File: config.mk
export PLATFORM = sky130hd
export DESIGN_NAME = uart_tx_engine
export DESIGN_NICKNAME = d
export VERILOG_FILES = /design/src/rtl/uart_tx_engine.sv
export SDC_FILE = /design/constraint.sdc
export NUM_CORES = 1
export LEC_CHECK = 0
export ABC_CLOCK_PERIOD_IN_PS = 2300
export BUFFER_PORTS_ARGS = -buffer_cell sky130_fd_sc_hd__buf_2
export CAP_MARGIN = 10
export CORE_MARGIN = 1.5
export CORE_UTILIZATION = 30
export DETAILED_ROUTE_END_ITERATION = 10
export GPL_TIMING_DRIVEN = 0
export PLACE_DENSITY = 0.54
export SLEW_MARGIN = 15
export SYNTH_ARGS = -nofsm -noshare
export SYNTH_HDL_FRONTEND = slang
export SYNTH_SLANG_ARGS = --single-unit
export TNS_END_PERCENT = 100
File: constraint.sdc
create_clock -name clkIN -period 2.3 [get_ports clkIN]
set_clock_uncertainty 0.05 [all_clocks]
set_input_delay 0.115 -clock clkIN [delete_from_list [all_inputs] [get_ports clkIN]]
set_output_delay 0.115 -clock clkIN [all_outputs]
set_load 0.005 [all_outputs]
File: src/rtl/uart_tx_engine.sv
// -----------------------------------------------------------------------------
// uart_tx_engine
//
// Byte-serial UART transmitter for the echo datapath. A level-sensitive send
// request accepted in IDLE captures one byte, which is serialised LSB first as
// an 8N1 frame (start, 8 data, stop). With the UART_TX_PARITY_EN macro defined
// an even-parity bit is inserted before the stop bit, giving an 8E1 frame.
//
// Parameters:
//   CLKS_PER_BIT  clock cycles per serial bit (>= 2)
//
// Ports:
//   clkIN     in   1  system clock, rising edge
//   nResetIN  in   1  asynchronous active-low reset
//   sendIN    in   1  transmit request, sampled only while idle
//   dataIN    in   8  byte to send, captured on the accepting edge
//   txOUT     out  1  serial line, idle level 1
//   nBusyOUT  out  1  0 while a frame is in progress
//   doneOUT   out  1  one-cycle pulse on the return to idle
//
// Build option:
//   UART_TX_PARITY_EN  compiles in the PARITY state (8E1 framing)
// -----------------------------------------------------------------------------
module uart_tx_engine #(
    parameter int CLKS_PER_BIT = 16
) (
    input  logic       clkIN,
    input  logic       nResetIN,
    input  logic       sendIN,
    input  logic [7:0] dataIN,
    output logic       txOUT,
    output logic       nBusyOUT,
    output logic       doneOUT
);

    localparam int CNT_W = (CLKS_PER_BIT > 1) ? $clog2(CLKS_PER_BIT) : 1;
    localparam logic [CNT_W-1:0] CNT_LAST = CNT_W'(CLKS_PER_BIT - 1);

`ifdef UART_TX_PARITY_EN
    typedef enum logic [2:0] {
        IDLE   = 3'd0,
        START  = 3'd1,
        DATA   = 3'd2,
        PARITY = 3'd3,
        STOP   = 3'd4
    } txState_t;
`else
    typedef enum logic [2:0] {
        IDLE   = 3'd0,
        START  = 3'd1,
        DATA   = 3'd2,
        STOP   = 3'd4
    } txState_t;
`endif

    txState_t         stateReg, stateNext;
    logic [CNT_W-1:0] cntReg, cntNext;
    logic [2:0]       bitIdxReg, bitIdxNext;
    logic [7:0]       shiftReg, shiftNext;
    logic             txReg, txNext;
    logic             nBusyReg, nBusyNext;
    logic             doneReg, doneNext;
    logic             bitEnd;

`ifdef UART_TX_PARITY_EN
    // The shift register is consumed while sending, so parity is taken from
    // the byte at capture time and held for the PARITY bit.
    logic parityReg, parityNext;
`endif

    // ---------------------------------------------------------------------
    // State and datapath registers
    // ---------------------------------------------------------------------
    always_ff @(posedge clkIN or negedge nResetIN) begin
        if (!nResetIN) begin
            stateReg  <= IDLE;
            cntReg    <= '0;
            bitIdxReg <= '0;
            shiftReg  <= '0;
            txReg     <= 1'b1;
            nBusyReg  <= 1'b1;
            doneReg   <= 1'b0;
`ifdef UART_TX_PARITY_EN
            parityReg <= 1'b0;
`endif
        end else begin
            stateReg  <= stateNext;
            cntReg    <= cntNext;
            bitIdxReg <= bitIdxNext;
            shiftReg  <= shiftNext;
            txReg     <= txNext;
            nBusyReg  <= nBusyNext;
            doneReg   <= doneNext;
`ifdef UART_TX_PARITY_EN
            parityReg <= parityNext;
`endif
        end
    end

    // Bit boundary: the cycle the baud counter sits at its last value.
    assign bitEnd = (cntReg == CNT_LAST);

    // ---------------------------------------------------------------------
    // Next-state and registered-output logic
    // ---------------------------------------------------------------------
    always_comb begin
        stateNext  = stateReg;
        cntNext    = cntReg;
        bitIdxNext = bitIdxReg;
        shiftNext  = shiftReg;
        txNext     = 1'b1;
        nBusyNext  = 1'b1;
        doneNext   = 1'b0;
`ifdef UART_TX_PARITY_EN
        parityNext = parityReg;
`endif

        // Baud counter runs in every non-idle state and wraps at each boundary.
        if (stateReg != IDLE) begin
            cntNext = bitEnd ? '0 : cntReg + CNT_W'(1);
        end

        case (stateReg)
            IDLE: begin
                if (sendIN) begin
                    shiftNext  = dataIN;
                    cntNext    = '0;
                    bitIdxNext = '0;
`ifdef UART_TX_PARITY_EN
                    parityNext = ^dataIN;
`endif
                    stateNext  = START;
                end
            end
            START: begin
                if (bitEnd) begin
                    stateNext = DATA;
                end
            end
            DATA: begin
                if (bitEnd) begin
                    shiftNext  = {1'b0, shiftReg[7:1]};
                    bitIdxNext = bitIdxReg + 3'd1;
                    if (bitIdxReg == 3'd7) begin
`ifdef UART_TX_PARITY_EN
                        stateNext = PARITY;
`else
                        stateNext = STOP;
`endif
                    end
                end
            end
`ifdef UART_TX_PARITY_EN
            PARITY: begin
                if (bitEnd) begin
                    stateNext = STOP;
                end
            end
`endif
            STOP: begin
                if (bitEnd) begin
                    stateNext = IDLE;
                    doneNext  = 1'b1;
                end
            end
            default: begin
                stateNext = IDLE;
            end
        endcase

        // Outputs are decoded from the next state so that they change on the
        // same edge as the state itself while still coming straight from flops.
        case (stateNext)
            START: begin
                txNext    = 1'b0;
                nBusyNext = 1'b0;
            end
            DATA: begin
                txNext    = shiftNext[0];
                nBusyNext = 1'b0;
            end
`ifdef UART_TX_PARITY_EN
            PARITY: begin
                txNext    = parityNext;
                nBusyNext = 1'b0;
            end
`endif
            STOP: begin
                txNext    = 1'b1;
                nBusyNext = 1'b0;
            end
            default: begin
                txNext    = 1'b1;
                nBusyNext = 1'b1;
            end
        endcase
    end

    assign txOUT    = txReg;
    assign nBusyOUT = nBusyReg;
    assign doneOUT  = doneReg;

endmodule

==> results of run 1 <==
critical path: stages (launching register included):
cell      delay, ps
dfrtp_1         440
ha_1            260
and3_1          210
buf_6           130
a22oi_2         370
a221oi_2        120
a21oi_1         170
layer usage:
layer	GRT usage, %	vias up
met5	0	-
li1	-	381
met1	15.1	360
met4	2.86	0
met2	20.6	14
met3	4.59	2
synthesized netlist by cell type, drive strengths merged, types with 2 or more instances:
| library cell | count |
|---|---|
| nor2 | 3 |
| o31ai | 2 |
| a32oi | 6 |
| and3 | 2 |
| nand2 | 24 |
| nor3b | 2 |
| ha | 3 |
| nand3 | 2 |
| buf | 3 |
| o21ai | 8 |
| a21oi | 2 |
| dfrtp | 19 |
| nor3 | 2 |
| dfstp | 2 |
state kept, by name, indices dropped and copies added, names as in the netlist:
signal,flops
doneOUT,1
bitIdxReg,3
txOUT,1
stateReg,3
nBusyOUT,1
shiftReg,8
cntReg,4
stage by stage:
stage                     setup slack, ps  cells  power, mW  hold slack [ps]
after floorplan                       668     92      0.393             -231
after global placement                521    149      0.413             49.7
after detailed placement              494    149      0.413             47.6
after CTS                             464    161      0.613             93.3
after global routing                  389    161      0.634              102
final                                 474    161      0.599              107
layout make-up:
cell class / count / area share (%)
Clock inverter: 1 / 0.630
Inverter: 1 / 0.315
Buffer: 4 / 2.31
Multi-Input combinational cell: 66 / 33.8
Timing Repair Buffer: 21 / 12.2
Tap cell: 44 / 4.62
Clock buffer: 3 / 1.89
Sequential cell: 21 / 44.3
worst paths after layout:
path	to	cells past startpoint	from
setup reg to reg	txOUT$_DFF_PN1_	6	cntReg[0]$_DFF_PN0_
hold / removal	shiftReg[0]$_DFF_PN0_	4	dataIN[0]
min in group asynchronous	cntReg[2]$_DFF_PN0_	2	nResetIN
hold reg to reg	cntReg[3]$_DFF_PN0_	1	cntReg[3]$_DFF_PN0_
setup / recovery	txOUT$_DFF_PN1_	6	cntReg[0]$_DFF_PN0_
max in group asynchronous	txOUT$_DFF_PN1_	2	nResetIN
cell families (layout without fill, tap and decap cells):
| logic type | count (synthesis) | in the layout | synth area share (%) |
|---|---|---|---|
| fa+ha+maj | 3 | 3 | 3.90 |
| mux | 1 | 1 | 1.17 |
| buf+inv | 5 | 30 | 3.25 |
| flops | 21 | 21 | 54.9 |
| simple gates | 40 | 40 | 19.9 |
| compound gates | 22 | 22 | 16.9 |
power groups by stage:
stage | Combinational [mW] | Sequential (mW) | Clock, mW
floorplan | 0.0154 | 0.378 | 0
global placement | 0.0354 | 0.378 | 0
detailed placement | 0.0360 | 0.377 | 0
CTS | 0.0464 | 0.371 | 0.196
global route | 0.0514 | 0.371 | 0.212
finish | 0.0454 | 0.371 | 0.183
==> results.toml, run 1 <==
[timing]
max_slew_margin_pct = 68.6
worst_pin_slew_ps = 471
max_freq_mhz = 548
hold_viol_final = 0
slew_violations = 0
finalCritPeriodShare_pct = 79.4
min_period_ps = 1830
finalSetupViolations = 0
timing.setup.tns_ps = 0
grt_setup_unrepaired = "no"

[layout]
utilization_pct = 39.1
drive_gt1_share_pct = 23.1
multi_input_area_sq_um = 403
syn_to_final_growth_pct = 23.9
final_cell_mix = "nand2_1, dfrtp_1, buf_2, dlygate4sd3_1"
num_antenna_cells = 0
regArea_sq_um = 528
final_area_sq_mm = 0.00119
layout_commonest_cell = "nand2_1"
layout.nets = 132
fill_cells = 326

[floorplanning]
fp.dieW_um = 59.6
num_rows = 20
chipHeight_um = 59.6
core_sq_mm = 0.00305
die_area_sq_mm = 0.00356
start_util_pct = 31.5
io_pins = 14

[routing]
ant_nets = 0
via_count = 757
wl_met1_um = 858
dr_wl_met2_um = 885
drt_first_iter_violations = 15
drt_pre_antenna_iters = 4
routed_wl_um = 1830
maxUsedRoutingLayer = "met4"
route.detailed.drc = 0
wl_per_cell_um = 11.4
vias_per_cell = 4.70
wl_met3_um = 74

[yosys]
yosysUniqueCellTypes = 31
yosys_warnings = 0
synth_top_cell_by_area = "dfrtp_1"
synthArstFlopShare_pct = 100
synth.top_cells.by_area = "dfrtp_1, nand2_1, dfstp_2"
ys_ff_latch = 21
seq_area_frac_synth_pct = 54.9
syn_area_sq_um = 962
ys.flop_type = "dfrtp_1"
synth_top_area_share_pct = 49.4
synthCells = 92
synth_edf_count = 0
synth.avg_cell_area_sq_um = 10.5
syn_nets = 106

[clock_tree]
clock_sinks = 21
clkTransAtPathRegs_ps = 120
clock_latency_ps = 310
htreeDepth = 1
cts_setup_buffers = 0
cts_root_buf = "clkbuf_4"
hold_buffers = 8
cts_tree = "yes"
cts_resized = 0
max-clock-path-buffers = 2
cts_made_buffers = 3

[pwr]
internal-power_mw = 0.459
vdd_drop_max_v = 0.000332
power_frac_clock_pct = 30.6
p_sw_mw = 0.140
p_seq_share_pct = 61.8
share_comb_of_total_power_pct = 7.6
p_leak_nw = 0.585
sw_frac_of_total_pct = 23.4
power.density_mw_per_mm2 = 503

[placed_design]
placed_area_sq_mm = 0.00108
portBuffers = 13
hpwl_um = 1290
gp_congestion = 0.752

[setup_path]
cp-start-kind = "register"
end_kind = "register"
crit_fanout = 9
rrSetupSlack_ps = 470
setup.worst_path.class = "register to register"
critPathRequiredTime_ps = 2500
cp.arrival_ps = 2020

[job]
drv_cap = 0

[global_routing]
grt_overflow = 0
grt_pass1_wl_um = 3240
antenna_found_initial = 0
track_usage_pct = 12.3
grt_max_degree = 22
grt_pass1_vias = 743

[outcome]
status = "finished clean"

[hold_path]
hold_path.class = "primary input to register"
Note: power is estimated with default switching activity, not from simulation.
==> inputs of run 2 (changes only) <==
--- a/config.mk
+++ b/config.mk
@@ -5,7 +5,7 @@
 export SDC_FILE = /design/constraint.sdc
 export NUM_CORES = 1
 export LEC_CHECK = 0
-export ABC_CLOCK_PERIOD_IN_PS = 2300
+export ABC_CLOCK_PERIOD_IN_PS = 1700
 export BUFFER_PORTS_ARGS = -buffer_cell sky130_fd_sc_hd__buf_2
 export CAP_MARGIN = 10
 export CORE_MARGIN = 1.5
==> constraint.sdc (replaced) <==
create_clock -name clkIN -period 1.7 [get_ports clkIN]
set_clock_uncertainty 0.05 [all_clocks]
set_input_delay 0.085 -clock clkIN [delete_from_list [all_inputs] [get_ports clkIN]]
set_output_delay 0.085 -clock clkIN [all_outputs]
set_load 0.005 [all_outputs]
==> run 2 against run 1 <==
Total power up 37%. Die area is the same. Critical path depth rose by 1. Count of clock-buffer cells in the layout unchanged. Critical endpoint is now shiftReg[4]$_DFFE_PN0P_. Wire length increased by 5.1%. Sequential power up 35%. Clock power is 37% higher. Via count up 2.6%. Setup slack lost 380 ps.
==> results.toml, run 2 (synthesis results as in run 1) <==
[outcome]
status = "finished clean"

[global_routing]
grt_max_degree = 22
grt_overflow = 0
track_usage_pct = 12.9
antenna_found_initial = 0
grt_pass1_vias = 766
grt_pass1_wl_um = 3350

[timing]
finalCritPeriodShare_pct = 94.7
slew_violations = 0
finalSetupViolations = 0
max_freq_mhz = 621
grt_setup_unrepaired = "no"
worst_pin_slew_ps = 469
min_period_ps = 1610
hold_viol_final = 0
max_slew_margin_pct = 68.8

[routing]
wl_met1_um = 881
drt_first_iter_violations = 13
ant_nets = 0
maxUsedRoutingLayer = "met4"
wl_per_cell_um = 11.7
vias_per_cell = 4.71
drt_pre_antenna_iters = 4
route.detailed.drc = 0
via_count = 777
dr_wl_met2_um = 942
wl_met3_um = 66
routed_wl_um = 1920

[pwr]
power.density_mw_per_mm2 = 658
p_leak_nw = 0.610
vdd_drop_max_v = 0.000402

[clock_tree]
htreeDepth = 1
clock_latency_ps = 310
cts_root_buf = "clkbuf_4"
cts_tree = "yes"
clock_sinks = 21
max-clock-path-buffers = 2
cts_made_buffers = 3
clkTransAtPathRegs_ps = 120

[layout]
top_register = "shiftReg"
drive_gt1_share_pct = 28.9
fill_cells = 326
syn_to_final_growth_pct = 29.5
largest_reg_flops = 8
final_area_sq_mm = 0.00125
fin_cells = 165
final_cell_mix = "nand2_1, dfrtp_1, buf_2, dlygate4sd3_1, o21ai_1"
layout.nets = 136
layout_commonest_cell = "nand2_1"
num_antenna_cells = 0
largestRegisters = "shiftReg (8), cntReg (4)"

[setup_path]
worstReg2RegEnd = "shiftReg[4]$_DFFE_PN0P_"
cp.arrival_ps = 1770
end_kind = "register"
path_cells = "ha_2, and3_1, buf_6, and2_4, buf_6, a32oi_2, nand2_1"
crit_family = "simple AND/OR/NAND/NOR gates"
cp-start-kind = "register"
max_stage_delay_ps = 410
r2r-start = "cntReg[0]$_DFF_PN0_"
cp_slowest_cell = "dfrtp_1"
rrSetupSlack_ps = 90
cp_num_cells = 7
path_buf_inv = 2
crit_fanout = 10
reg2regPathDepth = 7
setup.worst_path.class = "register to register"
crit_top_cell = "buf_6"
critPathRequiredTime_ps = 1860

[placed_design]
dpl.cell_count = 149
hpwl_um = 1290
gp_congestion = 0.752
placed_area_sq_mm = 0.00108
portBuffers = 13

[floorplanning]
core_sq_mm = 0.00305
chipHeight_um = 59.6
fp.dieW_um = 59.6
io_pins = 14
die_area_sq_mm = 0.00356
num_rows = 20
start_util_pct = 31.5

[hold_path]
hold_start = "dataIN[0]"
holdPathEnd = "shiftReg[0]$_DFF_PN0_"
hold_path.class = "primary input to register"
min_path_cells = 4

[job]
drv_cap = 0
run 2: layout make-up:
cell class / count / area (sq um) / share of cell area, %
Timing Repair Buffer: 25 / 175 / 14.1
Clock buffer: 3 / 22.5 / 1.81
Sequential cell: 21 / 528 / 42.4
Inverter: 1 / 3.75 / 0.301
Multi-Input combinational cell: 66 / 423 / 33.9
Buffer: 4 / 31.3 / 2.51
Clock inverter: 1 / 7.51 / 0.602
Tap cell: 44 / 55.1 / 4.42
run 2: power breakdown:
part | switching (mW) | internal, mW
logic | 0.0332 | 0.0340
clock network | 0.161 | 0.0900
registers | 0 | 0.501
run 2: worst max-delay path by stage:
stage	startpoint	end	slack, ps
final	cntReg[0]$_DFF_PN0_	shiftReg[4]$_DFFE_PN0P_	90
after global routing	cntReg[0]$_DFF_PN0_	shiftReg[6]$_DFFE_PN0P_	10
after CTS	cntReg[0]$_DFF_PN0_	txOUT$_DFF_PN1_	10
after detailed placement	cntReg[0]$_DFF_PN0_	txOUT$_DFF_PN1_	-110
after global placement	cntReg[0]$_DFF_PN0_	txOUT$_DFF_PN1_	-80
after floorplan	cntReg[0]$_DFF_PN0_	shiftReg[2]$_DFFE_PN0P_	70
run 2: repair_timing:
item / 4_1_cts / 5_1_grt
setup buffers: 4 / 0
cloned: 0 / 0
endpoints found under the hold margin: 27 / 0
resized for setup: 3 / 3
pin swaps: 1 / 2
hold buffers: 8 / 0
setup endpoints to repair: 8 / 7
run 2: per-layer routing:
layer | up-vias | global-route usage (%)
met5 | - | 0
met2 | 11 | 21.4
met1 | 372 | 15.5
met4 | 0 | 4.76
li1 | 389 | -
met3 | 5 | 4.59
run 2: worst reg2reg max path, stage by stage (launching register included):
cell and delay, ps:
dfrtp_1 410, ha_2 210, and3_1 200, buf_6 140, and2_4 160, buf_6 140
a32oi_2 150, nand2_1 70
run 2: per-stage QoR:
step	TNS (ps)	worst slack, ps	utilization, %	hold WS [ps]	total power, mW
2_1_floorplan	0	68.1	-	-261	0.532
3_3_place_gp	-315	-78.8	35.5	19.7	0.559
3_5_place_dp	-509	-106	35.5	17.6	0.559
4_1_cts	0	9.92	40.3	63.3	0.832
5_1_grt	0	10.1	40.8	67.9	0.866
6_report	0	89.4	40.8	71.0	0.820
